### config.mk
export PLATFORM = sky130hd
export DESIGN_NAME = ysyx_22050078_lsu
export DESIGN_NICKNAME = d
export VERILOG_FILES = /design/src/rtl/ysyx_22050078_lsu_pkg.sv /design/src/rtl/ysyx_22050078_lsu_align.sv /design/src/rtl/ysyx_22050078_lsu.sv
export SDC_FILE = /design/constraint.sdc
export NUM_CORES = 1
export LEC_CHECK = 0
export ABC_CLOCK_PERIOD_IN_PS = 2700
export CAP_MARGIN = 5
export CORE_MARGIN = 5
export CORE_UTILIZATION = 37
export DETAILED_ROUTE_END_ITERATION = 10
export PLACE_DENSITY = 0.79
export SLEW_MARGIN = 20
export SYNTH_ARGS = -nofsm -noshare
export SYNTH_HDL_FRONTEND = slang
export SYNTH_SLANG_ARGS = --single-unit
### constraint.sdc
create_clock -name clk -period 2.7 [get_ports clk]
set_clock_uncertainty 0.15 [all_clocks]
set_input_delay 0.54 -clock clk [delete_from_list [all_inputs] [get_ports clk]]
set_output_delay 0.54 -clock clk [all_outputs]
set_load 0.02 [all_outputs]
### src/rtl/ysyx_22050078_lsu_pkg.sv
// ============================================================================
// ysyx_22050078_lsu_pkg : LSU opcode encodings, FSM states and opcode helpers
// Revision: 1.0
// ============================================================================
`default_nettype none

package ysyx_22050078_lsu_pkg;

  localparam int LSU_OPT_WIDTH = 4;

  localparam logic [3:0] c_LSU_NONE = 4'd0;
  localparam logic [3:0] c_LSU_LB   = 4'd1;
  localparam logic [3:0] c_LSU_LH   = 4'd2;
  localparam logic [3:0] c_LSU_LW   = 4'd3;
  localparam logic [3:0] c_LSU_LD   = 4'd4;
  localparam logic [3:0] c_LSU_LBU  = 4'd5;
  localparam logic [3:0] c_LSU_LHU  = 4'd6;
  localparam logic [3:0] c_LSU_LWU  = 4'd7;
  localparam logic [3:0] c_LSU_SB   = 4'd8;
  localparam logic [3:0] c_LSU_SH   = 4'd9;
  localparam logic [3:0] c_LSU_SW   = 4'd10;
  localparam logic [3:0] c_LSU_SD   = 4'd11;

  localparam int LSU_ST_WIDTH = 2;
  localparam logic [1:0] c_ST_IDLE = 2'd0;
  localparam logic [1:0] c_ST_REQ  = 2'd1;
  localparam logic [1:0] c_ST_WAIT = 2'd2;
  localparam logic [1:0] c_ST_RESP = 2'd3;

  // Codes 12..15 fall in neither range, so they behave as NONE.
  function automatic logic lsu_is_load(input logic [3:0] opt);
    return (opt >= c_LSU_LB) && (opt <= c_LSU_LWU);
  endfunction

  function automatic logic lsu_is_store(input logic [3:0] opt);
    return (opt >= c_LSU_SB) && (opt <= c_LSU_SD);
  endfunction

endpackage

`default_nettype wire

### src/rtl/ysyx_22050078_lsu_align.sv
// ============================================================================
// ysyx_22050078_lsu_align : byte-lane mask/data alignment and load extraction
// Revision: 1.0
// ============================================================================
`default_nettype none

module ysyx_22050078_lsu_align
  import ysyx_22050078_lsu_pkg::*;
#(
  parameter int CPU_WIDTH = 64
) (
  input  logic [2:0]           i_off,
  input  logic [3:0]           i_opt,
  input  logic [CPU_WIDTH-1:0] i_rs2,
  input  logic [CPU_WIDTH-1:0] i_rdata,
  output logic [7:0]           o_wmask,
  output logic [CPU_WIDTH-1:0] o_wdata,
  output logic [CPU_WIDTH-1:0] o_load_data,
  output logic                 o_misaligned
);

  logic [7:0]           w_base_mask;
  logic [CPU_WIDTH-1:0] w_rshift;

  assign w_rshift = i_rdata >> {i_off, 3'b000};

  always_comb begin
    w_base_mask  = 8'h00;
    o_misaligned = 1'b0;
    o_load_data  = '0;
    case (i_opt)
      c_LSU_SB:  w_base_mask = 8'h01;
      c_LSU_SH: begin w_base_mask = 8'h03; o_misaligned = i_off[0];      end
      c_LSU_SW: begin w_base_mask = 8'h0F; o_misaligned = |i_off[1:0];   end
      c_LSU_SD: begin w_base_mask = 8'hFF; o_misaligned = |i_off;        end
      c_LSU_LB:  o_load_data = {{(CPU_WIDTH-8){w_rshift[7]}}, w_rshift[7:0]};
      c_LSU_LBU: o_load_data = {{(CPU_WIDTH-8){1'b0}}, w_rshift[7:0]};
      c_LSU_LH: begin
        o_load_data  = {{(CPU_WIDTH-16){w_rshift[15]}}, w_rshift[15:0]};
        o_misaligned = i_off[0];
      end
      c_LSU_LHU: begin
        o_load_data  = {{(CPU_WIDTH-16){1'b0}}, w_rshift[15:0]};
        o_misaligned = i_off[0];
      end
      c_LSU_LW: begin
        o_load_data  = {{(CPU_WIDTH-32){w_rshift[31]}}, w_rshift[31:0]};
        o_misaligned = |i_off[1:0];
      end
      c_LSU_LWU: begin
        o_load_data  = {{(CPU_WIDTH-32){1'b0}}, w_rshift[31:0]};
        o_misaligned = |i_off[1:0];
      end
      c_LSU_LD: begin
        o_load_data  = w_rshift;
        o_misaligned = |i_off;
      end
      default: ;
    endcase
  end

  // Lanes shifted past byte 7 fall off the 8-bit result.
  assign o_wmask = w_base_mask << i_off;
  assign o_wdata = lsu_is_store(i_opt) ? (i_rs2 << {i_off, 3'b000}) : '0;

endmodule

`default_nettype wire

### src/rtl/ysyx_22050078_lsu.sv
// ============================================================================
// ysyx_22050078_lsu : load/store stage with req/gnt/rvalid data-memory port
// Optional misaligned-access trap: define YSYX_22050078_LSU_MISALIGN_EN
// Revision: 1.0
// ============================================================================
`default_nettype none

module ysyx_22050078_lsu
  import ysyx_22050078_lsu_pkg::*;
#(
  parameter int CPU_WIDTH = 64,
  parameter int OPT_WIDTH = LSU_OPT_WIDTH,
  parameter int RD_WIDTH  = 5
) (
  input  logic                 clk,
  input  logic                 rst_n,
  input  logic                 i_valid,
  output logic                 o_ready,
  input  logic [CPU_WIDTH-1:0] i_exu_res,
  input  logic [CPU_WIDTH-1:0] i_rs2_data,
  input  logic [OPT_WIDTH-1:0] i_lsu_opt,
  input  logic [RD_WIDTH-1:0]  i_rd_idx,
  input  logic                 i_rd_wen,
  output logic                 o_valid,
  input  logic                 i_ready,
  output logic [CPU_WIDTH-1:0] o_wb_data,
  output logic [RD_WIDTH-1:0]  o_rd_idx,
  output logic                 o_rd_wen,
`ifdef YSYX_22050078_LSU_MISALIGN_EN
  output logic                 o_misalign,
`endif
  output logic                 o_mem_req,
  output logic                 o_mem_we,
  output logic [CPU_WIDTH-1:0] o_mem_addr,
  output logic [CPU_WIDTH-1:0] o_mem_wdata,
  output logic [7:0]           o_mem_wmask,
  input  logic                 i_mem_gnt,
  input  logic                 i_mem_rvalid,
  input  logic [CPU_WIDTH-1:0] i_mem_rdata
);

`ifdef YSYX_22050078_LSU_MISALIGN_EN
  localparam logic c_MISALIGN_EN = 1'b1;
`else
  localparam logic c_MISALIGN_EN = 1'b0;
`endif

  logic [LSU_ST_WIDTH-1:0] r_state;
  logic [2:0]              r_off;
  logic [OPT_WIDTH-1:0]    r_opt;

  logic                    w_accept;
  logic                    w_is_load;
  logic                    w_is_store;
  logic                    w_is_mem;
  logic                    w_trap;
  logic [2:0]              w_al_off;
  logic [OPT_WIDTH-1:0]    w_al_opt;
  logic [7:0]              w_wmask;
  logic [CPU_WIDTH-1:0]    w_wdata;
  logic [CPU_WIDTH-1:0]    w_load_data;
  logic                    w_misaligned;

  assign o_ready    = (r_state == c_ST_IDLE);
  assign w_accept   = i_valid & o_ready;
  assign w_is_load  = lsu_is_load(i_lsu_opt);
  assign w_is_store = lsu_is_store(i_lsu_opt);
  assign w_is_mem   = w_is_load | w_is_store;
  assign w_trap     = c_MISALIGN_EN & w_is_mem & w_misaligned;

  // In IDLE the aligner sees the incoming op; afterwards the latched one.
  assign w_al_off = o_ready ? i_exu_res[2:0] : r_off;
  assign w_al_opt = o_ready ? i_lsu_opt      : r_opt;

  ysyx_22050078_lsu_align #(
    .CPU_WIDTH (CPU_WIDTH)
  ) u_align (
    .i_off        (w_al_off),
    .i_opt        (w_al_opt),
    .i_rs2        (i_rs2_data),
    .i_rdata      (i_mem_rdata),
    .o_wmask      (w_wmask),
    .o_wdata      (w_wdata),
    .o_load_data  (w_load_data),
    .o_misaligned (w_misaligned)
  );

  always_ff @(posedge clk or negedge rst_n) begin
    if (!rst_n) begin
      r_state     <= c_ST_IDLE;
      r_off       <= '0;
      r_opt       <= '0;
      o_valid     <= 1'b0;
      o_wb_data   <= '0;
      o_rd_idx    <= '0;
      o_rd_wen    <= 1'b0;
      o_mem_req   <= 1'b0;
      o_mem_we    <= 1'b0;
      o_mem_addr  <= '0;
      o_mem_wdata <= '0;
      o_mem_wmask <= '0;
    end else begin
      case (r_state)
        c_ST_IDLE: begin
          if (w_accept) begin
            r_off    <= i_exu_res[2:0];
            r_opt    <= i_lsu_opt;
            o_rd_idx <= i_rd_idx;
            if (!w_is_mem || w_trap) begin
              o_wb_data <= i_exu_res;
              o_rd_wen  <= i_rd_wen & ~w_trap;
              o_valid   <= 1'b1;
              r_state   <= c_ST_RESP;
            end else begin
              o_mem_req   <= 1'b1;
              o_mem_we    <= w_is_store;
              o_mem_addr  <= {i_exu_res[CPU_WIDTH-1:3], 3'b000};
              o_mem_wdata <= w_wdata;
              o_mem_wmask <= w_wmask;
              o_rd_wen    <= i_rd_wen & ~w_is_store;
              r_state     <= c_ST_REQ;
            end
          end
        end
        c_ST_REQ: begin
          if (i_mem_gnt) begin
            o_mem_req <= 1'b0;
            if (o_mem_we) begin
              o_wb_data <= '0;
              o_valid   <= 1'b1;
              r_state   <= c_ST_RESP;
            end else begin
              r_state   <= c_ST_WAIT;
            end
          end
        end
        c_ST_WAIT: begin
          if (i_mem_rvalid) begin
            o_wb_data <= w_load_data;
            o_valid   <= 1'b1;
            r_state   <= c_ST_RESP;
          end
        end
        c_ST_RESP: begin
          if (i_ready) begin
            o_valid <= 1'b0;
            r_state <= c_ST_IDLE;
          end
        end
        default: r_state <= c_ST_IDLE;
      endcase
    end
  end

`ifdef YSYX_22050078_LSU_MISALIGN_EN
  always_ff @(posedge clk or negedge rst_n) begin
    if (!rst_n) begin
      o_misalign <= 1'b0;
    end else if (w_accept) begin
      o_misalign <= w_trap;
    end else if ((r_state == c_ST_RESP) && i_ready) begin
      o_misalign <= 1'b0;
    end
  end
`endif

endmodule

`default_nettype wire

=== Word-level counts from Yosys, hierarchy flattened ===
Cells that the tools add are included.

* Memory bits (read-only): 0
* Bits in latches: 0
* RAM bits: 0
* Memories: 0
* Input port bits: 208
* Register bits after elaboration: 215

* Divide/modulo/power cells: 0
* Bitwise gates (word level): 4
* Add/sub/neg operators: 0
* Multiplexer cells: 30
* Equality and inequality tests: 21
* Shifts and indexed selects: 3
* Reduce and logical (&&, ||, !) cells: 12
* $lt $le $gt $ge: 6
* $mul: 0

{| class="wikitable"
|+ Operators with widths
! kind !! count
|-
| 64-bit case mux with 7 select lines || 1
|-
| 64-bit 2-to-1 mux || 6
|-
| 64-bit case mux with 3 select lines || 1
|-
| 64-bit by 6-bit left shift with 64-bit output || 1
|-
| 64-bit by 6-bit right shift with 64-bit output || 1
|-
| 8-bit case mux with 4 select lines || 1
|-
| 4-bit by 3-bit equality test with 1-bit output (second input constant) || 4
|-
| 4-bit equality test (second input constant) || 4
|-
| 6-bit AND reduction || 2
|-
| 1-bit 2-to-1 mux || 11
|-
| 2-bit 2-to-1 mux || 5
|-
| 2-bit != test (second input constant) || 5
|-
| 4-bit by 2-bit equality test with 1-bit output (second input constant) || 2
|-
| 4-bit >= comparator (second input constant) || 2
|-
| 4-bit less-or-equal comparator (second input constant) || 2
|-
| 2-bit case mux with 4 select lines || 1
|-
| 4-bit AND reduction || 2
|-
| 8-bit by 3-bit left shift with 8-bit output || 1
|-
| 2-bit equality test (second input constant) || 2
|-
| 4-bit by 1-bit equality test with 1-bit output (second input constant) || 1
|-
| 4-bit by 1-bit >= comparator with 1-bit output (second input constant) || 1
|-
| 4-bit by 3-bit less-or-equal comparator with 1-bit output (second input constant) || 1
|-
| 4-bit 2-to-1 mux || 1
|-
| 2-bit by 1-bit != test with 1-bit output (second input constant) || 2
|-
| other kinds (13) || 16
|}

=== Logic depth before layout (Yosys ltp) ===
Gate-level depths: netlist of run 1.

* Word-level depth: 6
* Gate-level depth with buffers: 12
* Gate-level depth less buffers: 8

=== Hierarchy ===
Synthesis of run 1 repeated with hierarchy kept, for this count alone.

* Cells, all modules: 1276
* Area total of the unflattened synthesis: 13729.4 um^2

{| class="wikitable"
|+ By module, submodules not included
! module !! area each (um^2) !! instances !! sequential area each (um^2) !! cells each
|-
| ysyx_22050078_lsu || 9245.1 || 1 || 5380.2 || 715
|-
| ysyx_22050078_lsu_align || 4484.3 || 1 || 0.0 || 561
|}

=== Least setup slack after synthesis of run 1 ===
OpenSTA, ideal clock, no wires.

* Path kind: flip-flop to flip-flop
* Start: reg r_state[0]
* End: reg o_wb_data[40]
* Library setup time: 0.134 ns
* Cell stages (with the launch flop): 12
* Path slack: -0.302 ns
* Path buffers: 3
* Data arrival time: 2.718 ns
* Path through: dfrtp_1 > inv_1 > ha_1 > buf_6 > mux2_2 > buf_2 > mux4_2 > a221oi_2 > nor4_2 > a21oi_4 > buf_6 > a31oi_2

* Longest elaborated chain between the ends: 6

{| class="wikitable"
|+ Ends and longest elaborated chain
! what !! line !! RTL
|-
| start, declared || ysyx_22050078_lsu.sv:48 || <nowiki>logic [LSU_ST_WIDTH-1:0] r_state;</nowiki>
|-
| start signal, assigned || ysyx_22050078_lsu.sv:90 || <nowiki>r_state <= c_ST_IDLE;</nowiki>
|-
| start signal, assigned || ysyx_22050078_lsu.sv:113 || <nowiki>r_state <= c_ST_RESP;</nowiki>
|-
| start signal, assigned || ysyx_22050078_lsu.sv:121 || <nowiki>r_state <= c_ST_REQ;</nowiki>
|-
| 2-bit zero test (*) || ysyx_22050078_lsu.sv:64 || <nowiki>assign o_ready = (r_state == c_ST_IDLE);</nowiki>
|-
| named net o_ready || ysyx_22050078_lsu.sv:18 || <nowiki>output logic o_ready,</nowiki>
|-
| 3-bit 2-to-1 mux or 4-bit 2-to-1 mux (tied branches) || ysyx_22050078_lsu.sv:72, ysyx_22050078_lsu.sv:73 ||
|-
| 64-bit by 6-bit right shift with 64-bit output, or another cell as far along || ysyx_22050078_lsu_align.sv:25 || <nowiki>assign w_rshift = i_rdata >> {i_off, 3'b000};</nowiki>
|-
| 64-bit case mux with 7 select lines || ysyx_22050078_lsu_align.sv:31 || <nowiki>case (i_opt)</nowiki>
|-
| 64-bit 2-to-1 mux || ysyx_22050078_lsu.sv:138 || <nowiki>if (i_mem_rvalid) begin</nowiki>
|-
| 64-bit case mux with 3 select lines || ysyx_22050078_lsu.sv:103 || <nowiki>case (r_state)</nowiki>
|-
| end signal, assigned || ysyx_22050078_lsu.sv:110 || <nowiki>o_wb_data <= i_exu_res;</nowiki>
|-
| end signal, assigned || ysyx_22050078_lsu.sv:139 || <nowiki>o_wb_data <= w_load_data;</nowiki>
|-
| end, declared || ysyx_22050078_lsu.sv:26 || <nowiki>output logic [CPU_WIDTH-1:0] o_wb_data,</nowiki>
|}

The timed path passes the listed nets; every way through them passes the cells marked *. The select of a mux whose other input is x is not followed.
A chain may end at the register's enable or synchronous reset.

=== Final worst setup path of run 1 ===
* Start: reg r_state[1]
* End: reg o_wb_data[43]

* Longest elaborated chain between the ends: 6

{| class="wikitable"
|+ Ends and longest elaborated chain
! what !! line
|-
| 2-bit zero test || ysyx_22050078_lsu.sv:64, ysyx_22050078_lsu.sv:103
|-
| 3-bit 2-to-1 mux or 4-bit 2-to-1 mux (tied branches) || ysyx_22050078_lsu.sv:72, ysyx_22050078_lsu.sv:73
|-
| 64-bit by 6-bit right shift with 64-bit output, or another cell as far along || ysyx_22050078_lsu_align.sv:25
|-
| 64-bit case mux with 7 select lines || ysyx_22050078_lsu_align.sv:31
|-
| 64-bit 2-to-1 mux || ysyx_22050078_lsu.sv:138
|-
| 64-bit case mux with 3 select lines || ysyx_22050078_lsu.sv:103
|}

Several ways; a longest one is shown, not always the timed one. The select of a mux whose other input is x is not followed.

==> results.txt, run 1 <==
Port Buf Inserts: 414
Cell area power density: 1470 mW/mm2
Post-DP Area: 0.0190 mm2
Critical Path AT: 3.05 ns
Gate power share: 69.9%
Register area share after synthesis: 41.8%
P_int: 16.6 mW
Global-route congestion overflow total: 0
Multiplexer share of the synthesized area: 16.7%
Main combinational cell family by area after synthesis: compound AO/OA/AOI/OAI gates
Core area: 0.0345 mm2
Final WL: 59400 um
Critical-path cell list: inv_2 -> ha_4 -> mux2_4 -> mux4_2 -> a221oi_4 -> nor4_4 -> a21oi_4 -> buf_6 -> clkbuf_16 -> a31oi_2
Worst path setup slack after routing: -0.0797 ns
Detail Route Antenna Nets: 0
Syn Std Cell Area: 0.0129 mm2
Clock share of power: 11.8%
I/O pins: 418
Sequential Power Share: 18.3%
Via count: 13900
CP max stage delay: 0.47 ns
Highest Clock Rate: 0.360 GHz
Via density: 5.83
Global-route wire length before repair: 87400 um
Setup violators final: 53
Crit-path slowest cell: mux4_2
CP required: 2.97 ns
P&R area growth vs syn: 59.6%
Crit Path Class: flip-flop to flip-flop
Final #Nets: 2128
Setup crit end kind: flip-flop
HPWL Detailed: 45200 um
Synth Warn #: 0
Cell variety after synth: 58
Die Ht: 197 um
Simple-Gate Fraction of Synth Area: 13.5%
Max-slew violation count: 0
RSZ-0062 raised after global routing: true
Max Buffers Root-to-Sink: 3
# H-tree levels: 1
Drt drc: 0
Worst path buffer plus inverter count: 3
CP Max Fanout: 8
Switch Pwr: 13.6 mW
Root buf cell: clkbuf_16
CTS Buf Count: 26
CTS tree: done
Clock Sink Count: 215
First-pass DRT Iterations: 5
Worst-Margin Slew: 0.610 ns
Post-synth ARST share: 100%
Initial DRC count: 1160
Tot GR Track Use: 29.1%
Die Wd: 197 um
Routed WL per cell: 24.9 um
FF+latch count, synth: 215
Compound-Gate Fraction of Synth Area: 23.1%
Finished Cell Area: 0.0205 mm2
EDFF count, synth: 0
XOR/XNOR Fraction of Synth Area: 0%
Clock Latency Late Sink: 0.55 ns
Share of cells above drive strength 1: 24.9%
Max-Cap Viols: 0
Initial antenna violation count: 6
Row Count: 68
Syn Area/Cell: 9.54 um2
Initial Util: 37.4%
Hold Crit Class: flip-flop to flip-flop
Switching share of power: 45.2%
Largest net degree at the start of global routing: 65
Failing checks: setup timing
TNS Setup: -2.60 ns
Vias in the first global route: 14000
Final Cycle Share: 103%
Final hold violation count: 0
Clock slew seen by the registers of the worst setup and hold paths: 0.06 ns
Worst setup SP type: flip-flop
Status: complete, but fails checks
Gpl congestion: 0.978
Slew HR: 58.9%
Cells after Synth: 1349
Die area: 0.0386 mm2
Largest delay share family, worst path: multiplexers
Adder-cell share of the synthesized area: 0.486%
Leak Pwr: 8.69 nW
Peak supply drop: 0.000823 V
Synth Flop Type: dfrtp_1
Shortest period the worst path allows: 2.78 ns
[stage by stage]
stage | hold slack (ns) | setup slack [ns] | instances | power (mW) | util (%)
floorplan | 0.0944 | -0.0691 | 1351 | 16.4 | -
global placement | 0.312 | -0.357 | 2310 | 24.7 | 55.0
detailed placement | 0.321 | -0.395 | 2310 | 25.1 | 55.0
CTS | 0.334 | -0.0609 | 2375 | 29.2 | 58.3
global route | 0.350 | -0.181 | 2388 | 31.8 | 59.6
finish | 0.327 | -0.0797 | 2390 | 30.2 | 59.6
[worst min-delay path, stage by stage, from the launching register on]
cell and delay [ns]:
dfrtp_1 0.34, nand2_1 0.04, o21ai_0 0.06
[cells by family (layout without fill, tap and decap cells)]
logic type | Yosys count | count (layout)
AO/OA/AOI/OAI | 428 | 428
buffers and inverters | 122 | 703
adder cells (fa/ha/maj) | 5 | 5
multiplexers | 175 | 175
AND/OR/NAND/NOR | 403 | 403
other | 1 | 6
flip-flops | 215 | 215
[metal layers]
metal | routed length, um | GRT usage (%) | part of all wire, % | vias to the layer above
met1 | 22200 | 35.8 | 37 | 6785
met5 | 55 | 0 | 0.093 | -
li1 | - | - | - | 6149
met3 | 6180 | 7.90 | 10 | 166
met2 | 28200 | 49.0 | 48 | 828
met4 | 2770 | 11.2 | 4.7 | 8
[cell usage in the layout, fill, tap and decap left out, types with 6 or more instances in the layout]
master and n:
a211o_1 18, a21oi_1 67, a21oi_2 13, a221o_1 13
a221oi_1 17, a22o_1 35, a31oi_1 32, a31oi_2 31
a32oi_1 8, and2_1 9, and3_1 17, buf_12 21
buf_4 190, buf_6 15, clkbuf_16 30, clkdlybuf4s50_1 412
clkinvlp_4 6, dfrtp_1 215, mux2_2 80, mux2i_1 57
mux2i_2 6, mux2i_4 8, mux4_2 22, nand2_1 253
nand3_1 58, nor2_1 33, nor2_2 6, o21ai_0 115
o21ai_1 23, o22ai_1 10, o2bb2ai_1 8
[registers in the layout, indices dropped and copies added, names as in the netlist]
name / count
o_wb_data: 64
o_rd_idx: 5
o_valid: 1
o_rd_wen: 1
r_off: 3
o_mem_addr: 61
o_mem_we: 1
r_state: 2
o_mem_wdata: 64
o_mem_req: 1
r_opt: 4
o_mem_wmask: 8
[path summary, 6_finish.rpt]
check / from / endpoint / slack [ns] / cells past startpoint
setup reg to reg: r_state[1] / o_wb_data[43] / -0.08 / 10
setup / recovery: r_state[1] / o_wb_data[43] / -0.08 / 10
hold reg to reg: o_mem_wdata[49] / o_mem_wdata[49] / 0.33 / 2
max in group asynchronous: rst_n / o_wb_data[20] / 1.26 / 3
hold / removal: o_mem_wdata[49] / o_mem_wdata[49] / 0.33 / 2
min in group asynchronous: rst_n / o_mem_wdata[56] / 0.35 / 2
[power by group through the flow]
stage | clock network [mW] | logic (mW) | registers (mW)
2_1_floorplan | 0 | 9.46 | 6.96
3_3_place_gp | 0 | 19.2 | 5.49
3_5_place_dp | 0 | 19.5 | 5.53
4_1_cts | 3.66 | 20.1 | 5.51
5_1_grt | 3.77 | 22.3 | 5.68
6_report | 3.57 | 21.1 | 5.53
[final cells by class]
type                       count  area, um2
fill                        2924      13900
inverter                       8       30.0
multi-input combinational   1014       7300
clock inverter                11        124
clock buffer                  34        732
antenna                        3       7.51
sequential                   215       5380
tap                          455        569
timing repair buffer         650       6400
[cells in the mapped netlist (3+ instances only)]
library cell	instances	share of area, %
a211o_1	18	1.2
a21o_1	4	0.23
a21oi_1	72	2.8
a21oi_2	9	0.61
a221o_1	13	1.0
a221oi_1	20	1.4
a22o_1	35	2.4
a22oi_1	9	0.52
a31oi_1	38	1.8
a31oi_2	30	2.9
a32oi_1	9	0.61
and2_1	9	0.44
and3_1	17	0.83
buf_1	16	0.47
buf_2	17	0.66
buf_4	7	0.41
buf_6	8	0.70
clkbuf_1	66	1.9
dfrtp_1	215	42
ha_1	5	0.49
inv_1	7	0.20
mux2_2	82	7.2
mux2i_1	69	5.4
mux4_2	22	3.8
nand2_1	257	7.5
nand3_1	58	2.3
nor2_1	38	1.1
nor2b_1	4	0.19
nor3_1	5	0.19
nor4_1	3	0.15
o21ai_0	136	5.3
o22ai_1	10	0.49
o2bb2ai_1	8	0.54
[repair_timing]
item | in CTS | in global routing
endpoints found under the setup margin | 59 | 92
hold buffers | 1 | 0
setup buffers | 16 | 9
pin swaps | 8 | 12
hold endpoints to repair | 44 | 0
gates resized for setup | 18 | 75
gates cloned | 3 | 5
No activity file was read; power rests on OpenSTA's default activity.
==> inputs of run 2 (changes only) <==
--- a/config.mk
+++ b/config.mk
@@ -5,12 +5,12 @@
 export SDC_FILE = /design/constraint.sdc
 export NUM_CORES = 1
 export LEC_CHECK = 0
-export ABC_CLOCK_PERIOD_IN_PS = 2700
+export ABC_CLOCK_PERIOD_IN_PS = 3600
 export CAP_MARGIN = 5
 export CORE_MARGIN = 5
 export CORE_UTILIZATION = 37
 export DETAILED_ROUTE_END_ITERATION = 10
-export PLACE_DENSITY = 0.79
+export PLACE_DENSITY = 0.77
 export SLEW_MARGIN = 20
 export SYNTH_ARGS = -nofsm -noshare
 export SYNTH_HDL_FRONTEND = slang
==> constraint.sdc (replaced) <==
create_clock -name clk -period 3.6 [get_ports clk]
set_clock_uncertainty 0.15 [all_clocks]
set_input_delay 0.72 -clock clk [delete_from_list [all_inputs] [get_ports clk]]
set_output_delay 0.72 -clock clk [all_outputs]
set_load 0.02 [all_outputs]
==> run 2 against run 1 <==
Compared with the run above:
- the run now ends clean
- setup slack gained 0.19 ns
- flip-flop and latch count is the same
- clock power shrank 10%
- first-iteration DRC count is essentially flat
- wire length shrank 6.5%
- power shrank 32%
- global-route usage shrank 1.4 points
- worst hold slack lost 0.27 ns
- non-clock buffer count shrank 173
- highest routed layer unchanged
==> results.txt, run 2 (synthesized netlist as in run 1, its figures left out) <==
Critical Path AT: 2.62 ns (-0.43 ns)
Initial Util: 37.4% (unchanged)
Final Cycle Share: 97.0%
RSZ-0062 raised after global routing: false
Hold buffers post-CTS: 0 (-1)
Die Wd: 197 um (unchanged)
Status: finished, final reports clean
Core area: 0.0345 mm2 (unchanged)
Via density: 5.84 (+0.19%)
Setup violators final: 0 (-100%)
Die Ht: 197 um (unchanged)
Worst path setup slack after routing: 0.109 ns (+0.189 ns)
Clock Sink Count: 215 (unchanged)
Worst setup SP type: flip-flop
P&R area growth vs syn: 45.9%
Global-route congestion overflow total: 0 (unchanged)
Most frequent cells in the layout: clkdlybuf4s50_1, nand2_1, dfrtp_1
Via count: 12900 (-7.1%)
Worst-Margin Slew: 0.807 ns (+0.196 ns)
Initial DRC count: 1159 (-0.086%)
Place WS: -0.0429 ns (+0.352 ns)
Root buf cell: clkbuf_16
I/O pins: 418 (unchanged)
Max-slew violation count: 0 (unchanged)
Vias in the first global route: 13200 (-5.5%)
Largest net degree at the start of global routing: 97 (+49%)
Cell area power density: 1090 mW/mm2 (-26%)
Placed instance count: 2169 (-6.1%)
Detail Route Antenna Nets: 0 (unchanged)
Gpl congestion: 0.971 (-0.63%)
Slew HR: 46.2% (-13 points)
# H-tree levels: 1 (unchanged)
Clock slew seen by the registers of the worst setup and hold paths: 0.06 ns (about the same)
HPWL Detailed: 41600 um (-8.0%)
Final hold violation count: 0 (unchanged)
Hold Crit Class: primary input to asynchronous set/reset pin
Layout Cells excl Fill: 2215 (-7.3%)
Clock Latency Late Sink: 0.53 ns (-0.02 ns)
Max-Cap Viols: 0 (unchanged)
Initial antenna violation count: 8 (+2)
Biggest regs: o_mem_wdata (64), o_wb_data (64), o_mem_addr (61)
CTS tree: done
Die area: 0.0386 mm2 (unchanged)
Leak Pwr: 7.81 nW (-10%)
Setup crit end kind: output pin
Share of cells above drive strength 1: 15.4% (-9.5 points)
Max Buffers Root-to-Sink: 3 (unchanged)
Routed WL per cell: 25.1 um (+0.91%)
First-pass DRT Iterations: 5 (unchanged)
Row Count: 68 (unchanged)
TNS Setup: 0 ns (+2.60 ns)
CP Max Fanout: 23 (+15)
Final #Nets: 1954 (-8.2%)
Tot GR Track Use: 27.7% (-1.4 points)
Shortest period the worst path allows: 3.49 ns
Port Buf Inserts: 414 (unchanged)
CTS Buf Count: 25 (-3.8%)
Drt drc: 0 (unchanged)
Global-route wire length before repair: 83600 um (-4.3%)
Commonest non-fill, non-tap cell in the layout: clkdlybuf4s50_1
CP required: 2.73 ns (-0.24 ns)
Peak supply drop: 0.000775 V (-5.9%)
Final WL: 55600 um (-6.5%)
Highest Clock Rate: 0.286 GHz
Filler Cells Inserted: 3074 (+5.1%)
Crit Path Class: flip-flop to output pin
-- run 2: cell types whose count changed in the layout (fill, tap and decap cells not counted), moves of 6 or more --
cell        change
a31oi_1         +6
buf_12          -9
buf_4         -139
buf_6          -15
bufinv_16       +8
clkinvlp_4      -6
mux2i_1        +11
mux2i_2         -6
o21ai_0        +21
o21ai_1        -21
-- run 2: repair_timing --
action | in CTS | in global routing
setup endpoints to repair | 0 | 32
resized for setup | 0 | 2
buffers inserted | 0 | 0
-- run 2: area by class of cell --
type                       count  area [um2]  share of cell area (%)
clock buffer                  31         698                    3.72
clock inverter                14         328                    1.74
inverter                       8        30.0                   0.160
tap                          455         569                    3.03
sequential                   215        5380                    28.6
antenna                        1        2.50                  0.0133
multi-input combinational   1014        7010                    37.3
timing repair buffer         477        4770                    25.4
-- run 2: through the flow --
step	hold WS, ns	utilization, %	total power, mW	instance area, um2
6_report	0.0550	54.5	20.5	18800
5_1_grt	0.123	54.5	21.7	18800
2_1_floorplan	0.274	-	12.2	12900
4_1_cts	0.0961	54.5	20.5	18800
3_5_place_dp	0.319	51.5	17.2	17700
3_3_place_gp	0.312	51.5	17.0	17700
-- run 2: metal layers --
metal	vias up	part of all wire (%)	global-route usage (%)
li1	5779	-	-
met1	6306	37	33.6
met2	724	48	47.3
met3	115	10	8.21
met4	16	3.8	9.36
met5	-	0.18	0
-- run 2: worst paths after layout --
kind | start | to | slack (ns) | cells after the start
setup / recovery | r_state[1] | o_ready | 0.11 | 4
hold / removal | rst_n | o_mem_wdata[56] | 0.05 | 1
setup reg to reg | r_state[1] | o_wb_data[0] | 0.23 | 11
hold reg to reg | o_mem_wmask[0] | o_mem_wmask[0] | 0.33 | 1
max in group asynchronous | rst_n | o_wb_data[22] | 2.29 | 2
min in group clk | o_mem_wmask[0] | o_mem_wmask[0] | 0.33 | 1
-- run 2: where the power goes --
group	switching, mW	total, mW	internal (mW)
Clock	1.11	3.20	2.09
Combinational	7.61	13.2	5.60
Sequential	0.637	4.13	3.49
-- run 2: critical path: stages, from the launching register on --
cell and delay [ns]:
dfrtp_1 0.44, inv_1 0.13, ha_1 0.46, buf_4 0.37
clkdlybuf4s50_1 0.69
